**src/rtl/pll_phase_step_ctrl.sv**
```systemverilog
// PLL dynamic phase-adjust initiator: issues PHASE_STEP_N pulse trains for accepted
// commands, waits for re-lock and keeps a signed phase offset per PLL output.
module pll_phase_step_ctrl #(
   parameter int NUM_CH    = 5,
   parameter int SETUP_CYC = 2,
   parameter int LOW_CYC   = 4,
   parameter int GAP_CYC   = 4,
   parameter int LOCK_TO   = 50000,
   parameter int OFS_W     = 12
) (
   input  logic             clk,
   input  logic             rst,
   input  logic             cmd_valid,
   output logic             cmd_ready,
   input  logic [2:0]       cmd_sel,
   input  logic             cmd_dir,
   input  logic [7:0]       cmd_steps,
   input  logic             pll_lock,
   output logic [2:0]       phase_sel,
   output logic             phase_dir,
   output logic             phase_step_n,
   output logic             busy,
   output logic             done,
   output logic             err_timeout,
   output logic             err_sel,
   input  logic [2:0]       rd_sel,
   output logic [OFS_W-1:0] rd_offset
);

   localparam int CNT_MAX_A = (SETUP_CYC > LOW_CYC) ? SETUP_CYC : LOW_CYC;
   localparam int CNT_MAX_B = (GAP_CYC > LOCK_TO) ? GAP_CYC : LOCK_TO;
   localparam int CNT_MAX   = (CNT_MAX_A > CNT_MAX_B) ? CNT_MAX_A : CNT_MAX_B;
   localparam int CNT_W     = (CNT_MAX > 2) ? $clog2(CNT_MAX) : 1;

   localparam logic [CNT_W-1:0] CNT_ZERO   = {CNT_W{1'b0}};
   localparam logic [CNT_W-1:0] CNT_ONE    = CNT_W'(1);
   localparam logic [CNT_W-1:0] SETUP_LAST = CNT_W'(SETUP_CYC - 1);
   localparam logic [CNT_W-1:0] LOW_LAST   = CNT_W'(LOW_CYC - 1);
   localparam logic [CNT_W-1:0] GAP_LAST   = CNT_W'(GAP_CYC - 1);
   // The counter reaches LOCK_TO-1 on the exit edge, so the decision is taken one value earlier.
   localparam logic [CNT_W-1:0] TO_LAST    = CNT_W'(LOCK_TO - 2);
   localparam logic [3:0]       NUM_CH_L   = 4'(NUM_CH);

   typedef enum logic [2:0] {
      S_IDLE      = 3'd0,
      S_SETUP     = 3'd1,
      S_STEP_LO   = 3'd2,
      S_STEP_HI   = 3'd3,
      S_WAIT_LOCK = 3'd4
   } state_t;

   state_t           state_r;
   state_t           state_nxt_s;
   logic [CNT_W-1:0] cnt_r;
   logic [CNT_W-1:0] cnt_nxt_s;
   logic [7:0]       rem_r;
   logic [7:0]       rem_nxt_s;
   logic [7:0]       steps_r;
   logic [2:0]       sel_r;
   logic             dir_r;
   logic             lock_meta_r;
   logic             lock_sync_r;

   logic             accept_s;
   logic             bad_sel_s;
   logic             zero_s;
   logic             start_s;
   logic             lock_exit_s;
   logic             to_exit_s;
   logic             exit_s;
   logic             step_n_nxt_s;
   logic             busy_nxt_s;

   logic             step_n_r;
   logic             busy_r;
   logic             done_p_r;
   logic             done_r;
   logic             to_p_r;
   logic             to_r;
   logic             esel_p_r;
   logic             esel_r;

   logic [OFS_W-1:0] ofs_r [NUM_CH];
   logic [OFS_W-1:0] ofs_cur_s;
   logic [OFS_W-1:0] ofs_nxt_s;
   logic [OFS_W-1:0] mag_s;

   assign cmd_ready    = (state_r == S_IDLE) && lock_sync_r;
   assign phase_sel    = sel_r;
   assign phase_dir    = dir_r;
   assign phase_step_n = step_n_r;
   assign busy         = busy_r;
   assign done         = done_r;
   assign err_timeout  = to_r;
   assign err_sel      = esel_r;

   // Two-flop synchroniser for the asynchronous lock indication.
   always_ff @(posedge clk) begin
      if (rst) begin
         lock_meta_r <= 1'b0;
         lock_sync_r <= 1'b0;
      end else begin
         lock_meta_r <= pll_lock;
         lock_sync_r <= lock_meta_r;
      end
   end

   // State register with the shared phase counter and remaining-step count.
   always_ff @(posedge clk) begin
      if (rst) begin
         state_r <= S_IDLE;
         cnt_r   <= CNT_ZERO;
         rem_r   <= 8'd0;
      end else begin
         state_r <= state_nxt_s;
         cnt_r   <= cnt_nxt_s;
         rem_r   <= rem_nxt_s;
      end
   end

   // Next-state logic.
   always_comb begin
      state_nxt_s = state_r;
      cnt_nxt_s   = cnt_r;
      rem_nxt_s   = rem_r;
      case (state_r)
         S_IDLE: begin
            cnt_nxt_s = CNT_ZERO;
            if (start_s) begin
               state_nxt_s = S_SETUP;
               rem_nxt_s   = cmd_steps;
            end else begin
               state_nxt_s = S_IDLE;
            end
         end
         S_SETUP: begin
            if (cnt_r == SETUP_LAST) begin
               state_nxt_s = S_STEP_LO;
               cnt_nxt_s   = CNT_ZERO;
            end else begin
               cnt_nxt_s   = cnt_r + CNT_ONE;
            end
         end
         S_STEP_LO: begin
            if (cnt_r == LOW_LAST) begin
               state_nxt_s = S_STEP_HI;
               cnt_nxt_s   = CNT_ZERO;
               rem_nxt_s   = rem_r - 8'd1;
            end else begin
               cnt_nxt_s   = cnt_r + CNT_ONE;
            end
         end
         S_STEP_HI: begin
            if (cnt_r == GAP_LAST) begin
               cnt_nxt_s   = CNT_ZERO;
               state_nxt_s = (rem_r != 8'd0) ? S_STEP_LO : S_WAIT_LOCK;
            end else begin
               cnt_nxt_s   = cnt_r + CNT_ONE;
            end
         end
         S_WAIT_LOCK: begin
            if (lock_exit_s || to_exit_s) begin
               state_nxt_s = S_IDLE;
               cnt_nxt_s   = CNT_ZERO;
            end else begin
               cnt_nxt_s   = cnt_r + CNT_ONE;
            end
         end
         default: begin
            state_nxt_s = S_IDLE;
            cnt_nxt_s   = CNT_ZERO;
            rem_nxt_s   = 8'd0;
         end
      endcase
   end

   // Output decode: command outcomes and next values of the registered outputs.
   always_comb begin
      accept_s     = cmd_valid && cmd_ready;
      bad_sel_s    = accept_s && ({1'b0, cmd_sel} >= NUM_CH_L);
      zero_s       = accept_s && !bad_sel_s && (cmd_steps == 8'd0);
      start_s      = accept_s && !bad_sel_s && (cmd_steps != 8'd0);
      lock_exit_s  = (state_r == S_WAIT_LOCK) && lock_sync_r;
      to_exit_s    = (state_r == S_WAIT_LOCK) && !lock_sync_r && (cnt_r == TO_LAST);
      exit_s       = lock_exit_s || to_exit_s;
      step_n_nxt_s = (state_nxt_s != S_STEP_LO);
      busy_nxt_s   = (state_nxt_s != S_IDLE);
   end

   // Registered outputs; status pulses appear the cycle after the deciding edge.
   always_ff @(posedge clk) begin
      if (rst) begin
         step_n_r <= 1'b1;
         busy_r   <= 1'b0;
         done_p_r <= 1'b0;
         done_r   <= 1'b0;
         to_p_r   <= 1'b0;
         to_r     <= 1'b0;
         esel_p_r <= 1'b0;
         esel_r   <= 1'b0;
      end else begin
         step_n_r <= step_n_nxt_s;
         busy_r   <= busy_nxt_s;
         done_p_r <= zero_s || lock_exit_s;
         done_r   <= done_p_r;
         to_p_r   <= to_exit_s;
         to_r     <= to_p_r;
         esel_p_r <= bad_sel_s;
         esel_r   <= esel_p_r;
      end
   end

   // Command latch; sel/dir stay on the PLL pins until the next started command.
   always_ff @(posedge clk) begin
      if (rst) begin
         sel_r   <= 3'd0;
         dir_r   <= 1'b0;
         steps_r <= 8'd0;
      end else if (start_s) begin
         sel_r   <= cmd_sel;
         dir_r   <= cmd_dir;
         steps_r <= cmd_steps;
      end else begin
         sel_r   <= sel_r;
         dir_r   <= dir_r;
         steps_r <= steps_r;
      end
   end

   // Offset arithmetic wraps modulo 2^OFS_W.
   always_comb begin
      ofs_cur_s = {OFS_W{1'b0}};
      for (int i = 0; i < NUM_CH; i++) begin
         ofs_cur_s = (sel_r == 3'(i)) ? ofs_r[i] : ofs_cur_s;
      end
      mag_s     = OFS_W'(steps_r);
      ofs_nxt_s = dir_r ? (ofs_cur_s + mag_s) : (ofs_cur_s - mag_s);
   end

   // Offsets only change once every step of a command has been issued.
   always_ff @(posedge clk) begin
      for (int i = 0; i < NUM_CH; i++) begin
         if (rst) begin
            ofs_r[i] <= {OFS_W{1'b0}};
         end else if (exit_s && (sel_r == 3'(i))) begin
            ofs_r[i] <= ofs_nxt_s;
         end else begin
            ofs_r[i] <= ofs_r[i];
         end
      end
   end

   always_comb begin
      rd_offset = {OFS_W{1'b0}};
      for (int i = 0; i < NUM_CH; i++) begin
         rd_offset = (rd_sel == 3'(i)) ? ofs_r[i] : rd_offset;
      end
   end

endmodule

```
**config.mk**
```make
export PLATFORM = sky130hd
export DESIGN_NAME = pll_phase_step_ctrl
export DESIGN_NICKNAME = d
export VERILOG_FILES = /design/src/rtl/pll_phase_step_ctrl.sv
export SDC_FILE = /design/constraint.sdc
export NUM_CORES = 1
export LEC_CHECK = 0
export ABC_AREA = 1
export BUFFER_PORTS_ARGS = -buffer_cell sky130_fd_sc_hd__buf_2
export CORE_MARGIN = 2
export CORE_UTILIZATION = 45
export DETAILED_ROUTE_END_ITERATION = 16
export PLACE_DENSITY = 0.65
export SYNTH_ARGS = -nofsm -noshare
export SYNTH_HDL_FRONTEND = slang
export SYNTH_SLANG_ARGS = --single-unit
```
**constraint.sdc**
```tcl
create_clock -name clk -period 3.75 [get_ports clk]
set_input_delay 0.375 -clock clk [delete_from_list [all_inputs] [get_ports clk]]
set_output_delay 0.375 -clock clk [all_outputs]
set_load 0.05 [all_outputs]
```
# Word-level counts from Yosys, hierarchy flattened
# Memories as Yosys holds them, arrays and structs flattened.
# Cells that the tools add are included.
dict set report word_totals {
  register_bits 49
  ramBits 60
  inputBits 19
  out_inout_bits 22
  word_cells 146
  n_memories 1
}
dict set report classes {
  n_addsub 4
  n_lt_le_gt_ge 1
  eq_ne 18
  n_mux 67
  n_bitwise 11
  n_reduce_logical 28
}
# memory depth word_bits rd rd_clocked_by_memory_dff write_ports line
set mem_list {}
lappend mem_list {ofs_r 5 12 5 0 5 83} ;# logic [OFS_W-1:0] ofs_r [NUM_CH];
# cell count
set ops {}
lappend ops {{2-to-1 mux 12 bit} 21}
lappend ops {{2-to-1 mux 16 bit} 3}
lappend ops {{case mux 16 bit (3 select lines)} 1}
lappend ops {{2-to-1 mux 1 bit} 33}
lappend ops {{case mux 8 bit (3 select lines)} 1}
lappend ops {{equality test 3 x 2 -> 1 bit (second input constant)} 6}
lappend ops {{adder 16 x 1 -> 16 bit (second input constant)} 1}
lappend ops {{equality test 16 x 1 -> 1 bit (second input constant)} 1}
lappend ops {{equality test 16 bit (second input constant)} 1}
lappend ops {{equality test 16 x 2 -> 1 bit (second input constant)} 1}
lappend ops {{2-to-1 mux 8 bit} 2}
lappend ops {{nonzero test 8 bit} 2}
lappend ops {{2-to-1 mux 3 bit} 5}
lappend ops {{case mux 3 bit (5 select lines)} 1}
lappend ops {{logical AND 1 bit} 14}
lappend ops {{adder 12 x 8 -> 12 bit} 1}
lappend ops {{subtractor 12 x 8 -> 12 bit} 1}
lappend ops {{bitwise OR 1 bit} 10}
lappend ops {{equality test 3 x 1 -> 1 bit (second input constant)} 3}
lappend ops {{equality test 3 bit (second input constant)} 3}
lappend ops {{zero test 3 bit} 3}
lappend ops {{zero test 8 bit} 1}
lappend ops {{subtractor 8 x 1 -> 8 bit (second input constant)} 1}
lappend ops {{inequality test 2 bit (second input constant)} 2}
lappend ops {{other kinds (9)} 11}

# Logic depth before layout (Yosys ltp)
dict set report logic_depth {
  ltp_word 10
  ltp_mapped 19
  ltp_nobuf 19
}

# Least setup slack after synthesis
# Ideal clock, no wire load.
dict set report synth_timing {
  path_type {flip-flop to flip-flop}
  from {reg sel_r[0] (netlist: phase_sel[0])}
  to {mem ofs_r[0][5], data pin}
  arrival_time_ns 2.799
  required_ns 3.493
  setup_slack_ns 0.694
  stages_incl_launch_ff 17
  period_less_slack_ns 3.056
  path_cell_list {dfxtp_1 -> nor2_1 -> inv_2 -> nor2_4 -> inv_1 -> clkbuf_1 -> o221ai_1 -> o21ai_0 -> nand3_1 -> ha_1 -> a21oi_1 -> o21ai_1 -> inv_1 -> o21ai_1 -> or2_2 -> nand3_1 -> nor2_1}
}
# element line
set synth_lines {}
lappend synth_lines {{start, declared} 59} ;# logic [2:0] sel_r;
lappend synth_lines {{start signal, assigned} 220} ;# sel_r <= cmd_sel;
lappend synth_lines {{start signal, assigned} 224} ;# sel_r <= sel_r;
lappend synth_lines {{end, declared} 83}

==> run_summary.xml <==
<?xml version="1.0" encoding="UTF-8"?>
<metrics>
  <group name="run_status">
    <metric name="run_status" unit="">finished, final reports clean</metric>
  </group>
  <group name="drt">
    <metric name="detailedRoute.firstPassIterationCount" unit="">6</metric>
    <metric name="vias" unit="">5486</metric>
    <metric name="drtIter0Drc" unit="">572</metric>
    <metric name="via_per_instance_ratio" unit="">5.32</metric>
    <metric name="drt-total-wl" unit="um">16200</metric>
    <metric name="wl_per_cell" unit="um">15.7</metric>
    <metric name="ant_nets" unit="">0</metric>
    <metric name="drc" unit="">0</metric>
  </group>
  <group name="global_routing">
    <metric name="grt_first_pass_wirelength" unit="um">26300</metric>
    <metric name="grt_max_degree" unit="">26</metric>
    <metric name="grt_antenna_before_repair" unit="">0</metric>
    <metric name="globalRouteTotalUtil" unit="%">23.3</metric>
    <metric name="grt_pass1_vias" unit="">5042</metric>
    <metric name="gr-total-overflow" unit="">0</metric>
  </group>
  <group name="synthesis">
    <metric name="synth_enable_flop_cells" unit="">60</metric>
    <metric name="synth-warning-count" unit="">0</metric>
    <metric name="synth.area.top_cells" unit="">sky130_fd_sc_hd__edfxtp_1, sky130_fd_sc_hd__dfxtp_1, sky130_fd_sc_hd__nand2_1</metric>
    <metric name="postSynthAreaPerCell" unit="um2">7.69</metric>
    <metric name="synth-seq-cells" unit="">109</metric>
    <metric name="synthArstFlopShare" unit="%">0</metric>
    <metric name="synth_cell_type_count" unit="">39</metric>
    <metric name="netlist_instances" unit="">810</metric>
    <metric name="sequential_fraction_of_the_synthesis_area" unit="%">44.7</metric>
    <metric name="syn-num-nets" unit="">847</metric>
    <metric name="yosysTopAreaCellShare" unit="%">28.9</metric>
    <metric name="yosys.area.top_type" unit="">sky130_fd_sc_hd__edfxtp_1</metric>
    <metric name="mappedNetlistArea" unit="mm2">0.00623</metric>
    <metric name="synth.cells.most_frequent" unit="">sky130_fd_sc_hd__nand2_1, sky130_fd_sc_hd__nor2_1, sky130_fd_sc_hd__inv_1</metric>
    <metric name="synth_ff_type" unit="">sky130_fd_sc_hd__edfxtp_1</metric>
    <metric name="yosys.cell_count.top_type" unit="">sky130_fd_sc_hd__nand2_1</metric>
  </group>
  <group name="setup_path">
    <metric name="max_stage_delay" unit="ns">0.37</metric>
    <metric name="cp_max_fo" unit="">7</metric>
    <metric name="start_kind" unit="">register</metric>
    <metric name="worst-endpoint-required" unit="ns">3.97</metric>
    <metric name="cp_common_cell" unit="">sky130_fd_sc_hd__inv_1</metric>
    <metric name="timing.reg2reg.setup_slack" unit="ns">0.61</metric>
    <metric name="r2r_cells" unit="">15</metric>
    <metric name="worst_setup_end_kind" unit="">register</metric>
    <metric name="timing.critical_path.slowest_stage_cell" unit="">sky130_fd_sc_hd__fa_1</metric>
    <metric name="path_delay_family" unit="">simple AND/OR/NAND/NOR gates</metric>
    <metric name="cp.buffers_inverters" unit="">5</metric>
    <metric name="r2r_end" unit="">ofs_r[2][4]</metric>
    <metric name="crit_chain" unit="">inv_2, nand3_1, inv_1, a22oi_1, a41oi_1, ha_1, inv_1, fa_1, inv_1, nand3_1, nand2_1, nor2_1, nor3_1, inv_1, nor2_1</metric>
    <metric name="worstReg2RegStart" unit="">phase_sel[1]</metric>
    <metric name="worst_ep_arrival_time" unit="ns">3.36</metric>
    <metric name="path_class" unit="">register to register</metric>
  </group>
  <group name="sta">
    <metric name="clock.fmax" unit="MHz">319</metric>
    <metric name="clock_skew" unit="ns">0.00672</metric>
    <metric name="holdWs" unit="ns">0.208</metric>
    <metric name="hold_viol_final" unit="">0</metric>
    <metric name="period_minus_slack" unit="ns">3.14</metric>
    <metric name="finalSetupViolations" unit="">0</metric>
    <metric name="finalMaxSlewViolations" unit="">0</metric>
    <metric name="final.period_utilization" unit="%">83.7</metric>
    <metric name="setup_slack" unit="ns">0.612</metric>
    <metric name="rsz0062_at_grt" unit="">no</metric>
    <metric name="timing.max_slew.rel_slack" unit="%">31.1</metric>
    <metric name="worstMarginPinSlew" unit="ns">1.03</metric>
    <metric name="fin_tns_setup" unit="ns">0</metric>
  </group>
  <group name="clock_network">
    <metric name="clockBufferDepth" unit="">2</metric>
    <metric name="cts-root-buf" unit="">sky130_fd_sc_hd__clkbuf_16</metric>
    <metric name="numCtsBuffers" unit="">9</metric>
    <metric name="total_of_cells_resized_after_clock_tree_synthesis" unit="">0</metric>
    <metric name="skew_pair_late_insertion_delay" unit="ns">0.36</metric>
    <metric name="cts_sinks" unit="">109</metric>
    <metric name="cts.htree.levels" unit="">3</metric>
    <metric name="post-cts-setup-buffers" unit="">0</metric>
    <metric name="cts.reportedPaths.clkPinSlew" unit="ns">0.08</metric>
    <metric name="post_cts_hold_buffer_count" unit="">0</metric>
    <metric name="tritoncts_clock_tree" unit="">built</metric>
  </group>
  <group name="power">
    <metric name="sw_frac_of_total" unit="%">28.9</metric>
    <metric name="irDropWorstVdd" unit="mV">0.215</metric>
    <metric name="power_switching" unit="uW">790</metric>
    <metric name="pwr-share-seq" unit="%">48.6</metric>
    <metric name="share_clk_of_total_power" unit="%">35.7</metric>
    <metric name="internal-power" unit="mW">1.95</metric>
    <metric name="fin_total_pwr" unit="mW">2.74</metric>
    <metric name="total_leakage_power" unit="nW">2.97</metric>
    <metric name="power.combinational.fraction" unit="%">15.6</metric>
    <metric name="power-per-cell-area" unit="mW/mm2">396</metric>
  </group>
  <group name="cells_and_area">
    <metric name="fin_nets" unit="">888</metric>
    <metric name="num_antenna_cells" unit="">0</metric>
    <metric name="p_r_area_growth_vs_syn" unit="%">11.0</metric>
    <metric name="post_route_cell_area" unit="mm2">0.00691</metric>
    <metric name="instances_no_fill" unit="">1032</metric>
    <metric name="footprint_of_the_multi_input_gates" unit="mm2">0.00287</metric>
    <metric name="final_layout_size_suffix_gt1_share" unit="%">10.2</metric>
    <metric name="fillerInstances" unit="">1295</metric>
    <metric name="final_core_utilization" unit="%">51.6</metric>
    <metric name="seqCellArea" unit="mm2">0.00278</metric>
  </group>
  <group name="floorplan">
    <metric name="dieHeight" unit="um">122</metric>
    <metric name="placeableCoreArea" unit="mm2">0.0134</metric>
    <metric name="die_width" unit="um">122</metric>
    <metric name="placement_rows" unit="">42</metric>
    <metric name="floorplan.die_area" unit="mm2">0.0148</metric>
    <metric name="num_io_pins" unit="">41</metric>
    <metric name="initial_core_util" unit="%">46.5</metric>
  </group>
  <group name="worst_hold_path">
    <metric name="timing.hold.worst_path_depth" unit="">3</metric>
    <metric name="min_from" unit="">pll_lock</metric>
    <metric name="holdCritPathClass" unit="">input pin to register</metric>
    <metric name="timing.hold.worst_endpoint" unit="">lock_meta_r</metric>
  </group>
  <group name="flow_run">
    <metric name="cap_viol_max_count" unit="">0</metric>
  </group>
  <group name="place">
    <metric name="placement.setup.worst_slack" unit="ns">0.685</metric>
    <metric name="placer_congestion" unit="">0.949</metric>
    <metric name="number_of_buffers_inserted_by_port_buffering" unit="">40</metric>
    <metric name="post-dp-hpwl" unit="um">11800</metric>
    <metric name="dp_cells" unit="">1016</metric>
    <metric name="detailed_place.area" unit="mm2">0.00661</metric>
  </group>
</metrics>
[state kept, by name (all words and copies together), names as in the netlist, 3 cells and up]
name       cells
rem_r          8
cnt_r         16
steps_r        8
phase_sel      3
state_r        3
ofs_r         60
[cell usage in the layout, fill, tap and decap left out, types with 3 or more instances in the layout]
cell type                     n
sky130_fd_sc_hd__buf_2       40
sky130_fd_sc_hd__clkbuf_16    9
sky130_fd_sc_hd__nand2_4      5
sky130_fd_sc_hd__nand2_1    157
sky130_fd_sc_hd__xnor2_1      3
sky130_fd_sc_hd__nor4_1       3
sky130_fd_sc_hd__o22ai_1     12
sky130_fd_sc_hd__o221ai_1     6
sky130_fd_sc_hd__nor3_1      10
sky130_fd_sc_hd__clkinv_4     3
sky130_fd_sc_hd__xor2_1      21
sky130_fd_sc_hd__a22oi_1      6
sky130_fd_sc_hd__nand3_1     77
sky130_fd_sc_hd__nand4_1     16
sky130_fd_sc_hd__o21ai_0     29
sky130_fd_sc_hd__nor2_1     127
sky130_fd_sc_hd__edfxtp_1    60
sky130_fd_sc_hd__buf_4        9
sky130_fd_sc_hd__inv_1      122
sky130_fd_sc_hd__a21oi_1     38
sky130_fd_sc_hd__dfxtp_1     49
sky130_fd_sc_hd__o21ai_1      3
sky130_fd_sc_hd__ha_1        17
sky130_fd_sc_hd__or2_2        3
[metal layers]
metal | GRT usage [%] | share of wire [%] | vias up
met5 | 0 | 0 | -
met4 | 9.55 | 2.4 | 0
met3 | 5.20 | 9.0 | 30
met2 | 33.9 | 42 | 219
met1 | 33.5 | 46 | 2498
li1 | - | - | 2739
[cell families after synthesis]
logic type / count (synthesis) / share of synthesized area [%]
xor gates and xnor gates: 24 / 3.38
AOI/OAI and AO/OA: 102 / 9.63
DFF: 109 / 44.7
adders and majority gates: 18 / 3.74
and+or+nand+nor: 412 / 29.3
buffers and inverters: 145 / 9.28
[worst max-delay path by stage]
| stage | start | endpoint | slack (ns) | cells past startpoint |
|---|---|---|---|---|
| after floorplan | phase_sel[0] | ofs_r[0][5] | 0.69 | 16 |
| after global routing | phase_sel[0] | ofs_r[4][11] | 0.25 | 15 |
| after global placement | phase_sel[0] | ofs_r[1][9] | 0.79 | 19 |
| after CTS | phase_sel[1] | ofs_r[2][4] | 0.67 | 15 |
| after detailed placement | phase_sel[1] | ofs_r[2][8] | 0.69 | 18 |
| final | phase_sel[1] | ofs_r[2][4] | 0.61 | 15 |
[tightest hold or removal path: cells and delay by family]
kind | cells | cell delay [ns]
buffers and inverters | 2 | 0.10
and+or+nand+nor | 1 | 0.06
[final cells by class]
class,count,share of cell area [%]
Clock buffer,9,3.26
Multi-Input combinational cell,556,41.5
Timing Repair Buffer,49,3.87
Tap cell,176,3.19
Inverter,126,6.84
Sequential cell,109,40.3
Clock inverter,7,1.10
[power groups by stage]
stage,registers (mW),logic [mW],clock network (mW)
5_1_grt,1.33,0.479,1.04
2_1_floorplan,1.35,0.300,0
3_5_place_dp,1.36,0.421,0
6_report,1.33,0.428,0.978
4_1_cts,1.33,0.424,0.992
3_3_place_gp,1.36,0.421,0
Note: power is estimated with default switching activity, not from simulation.
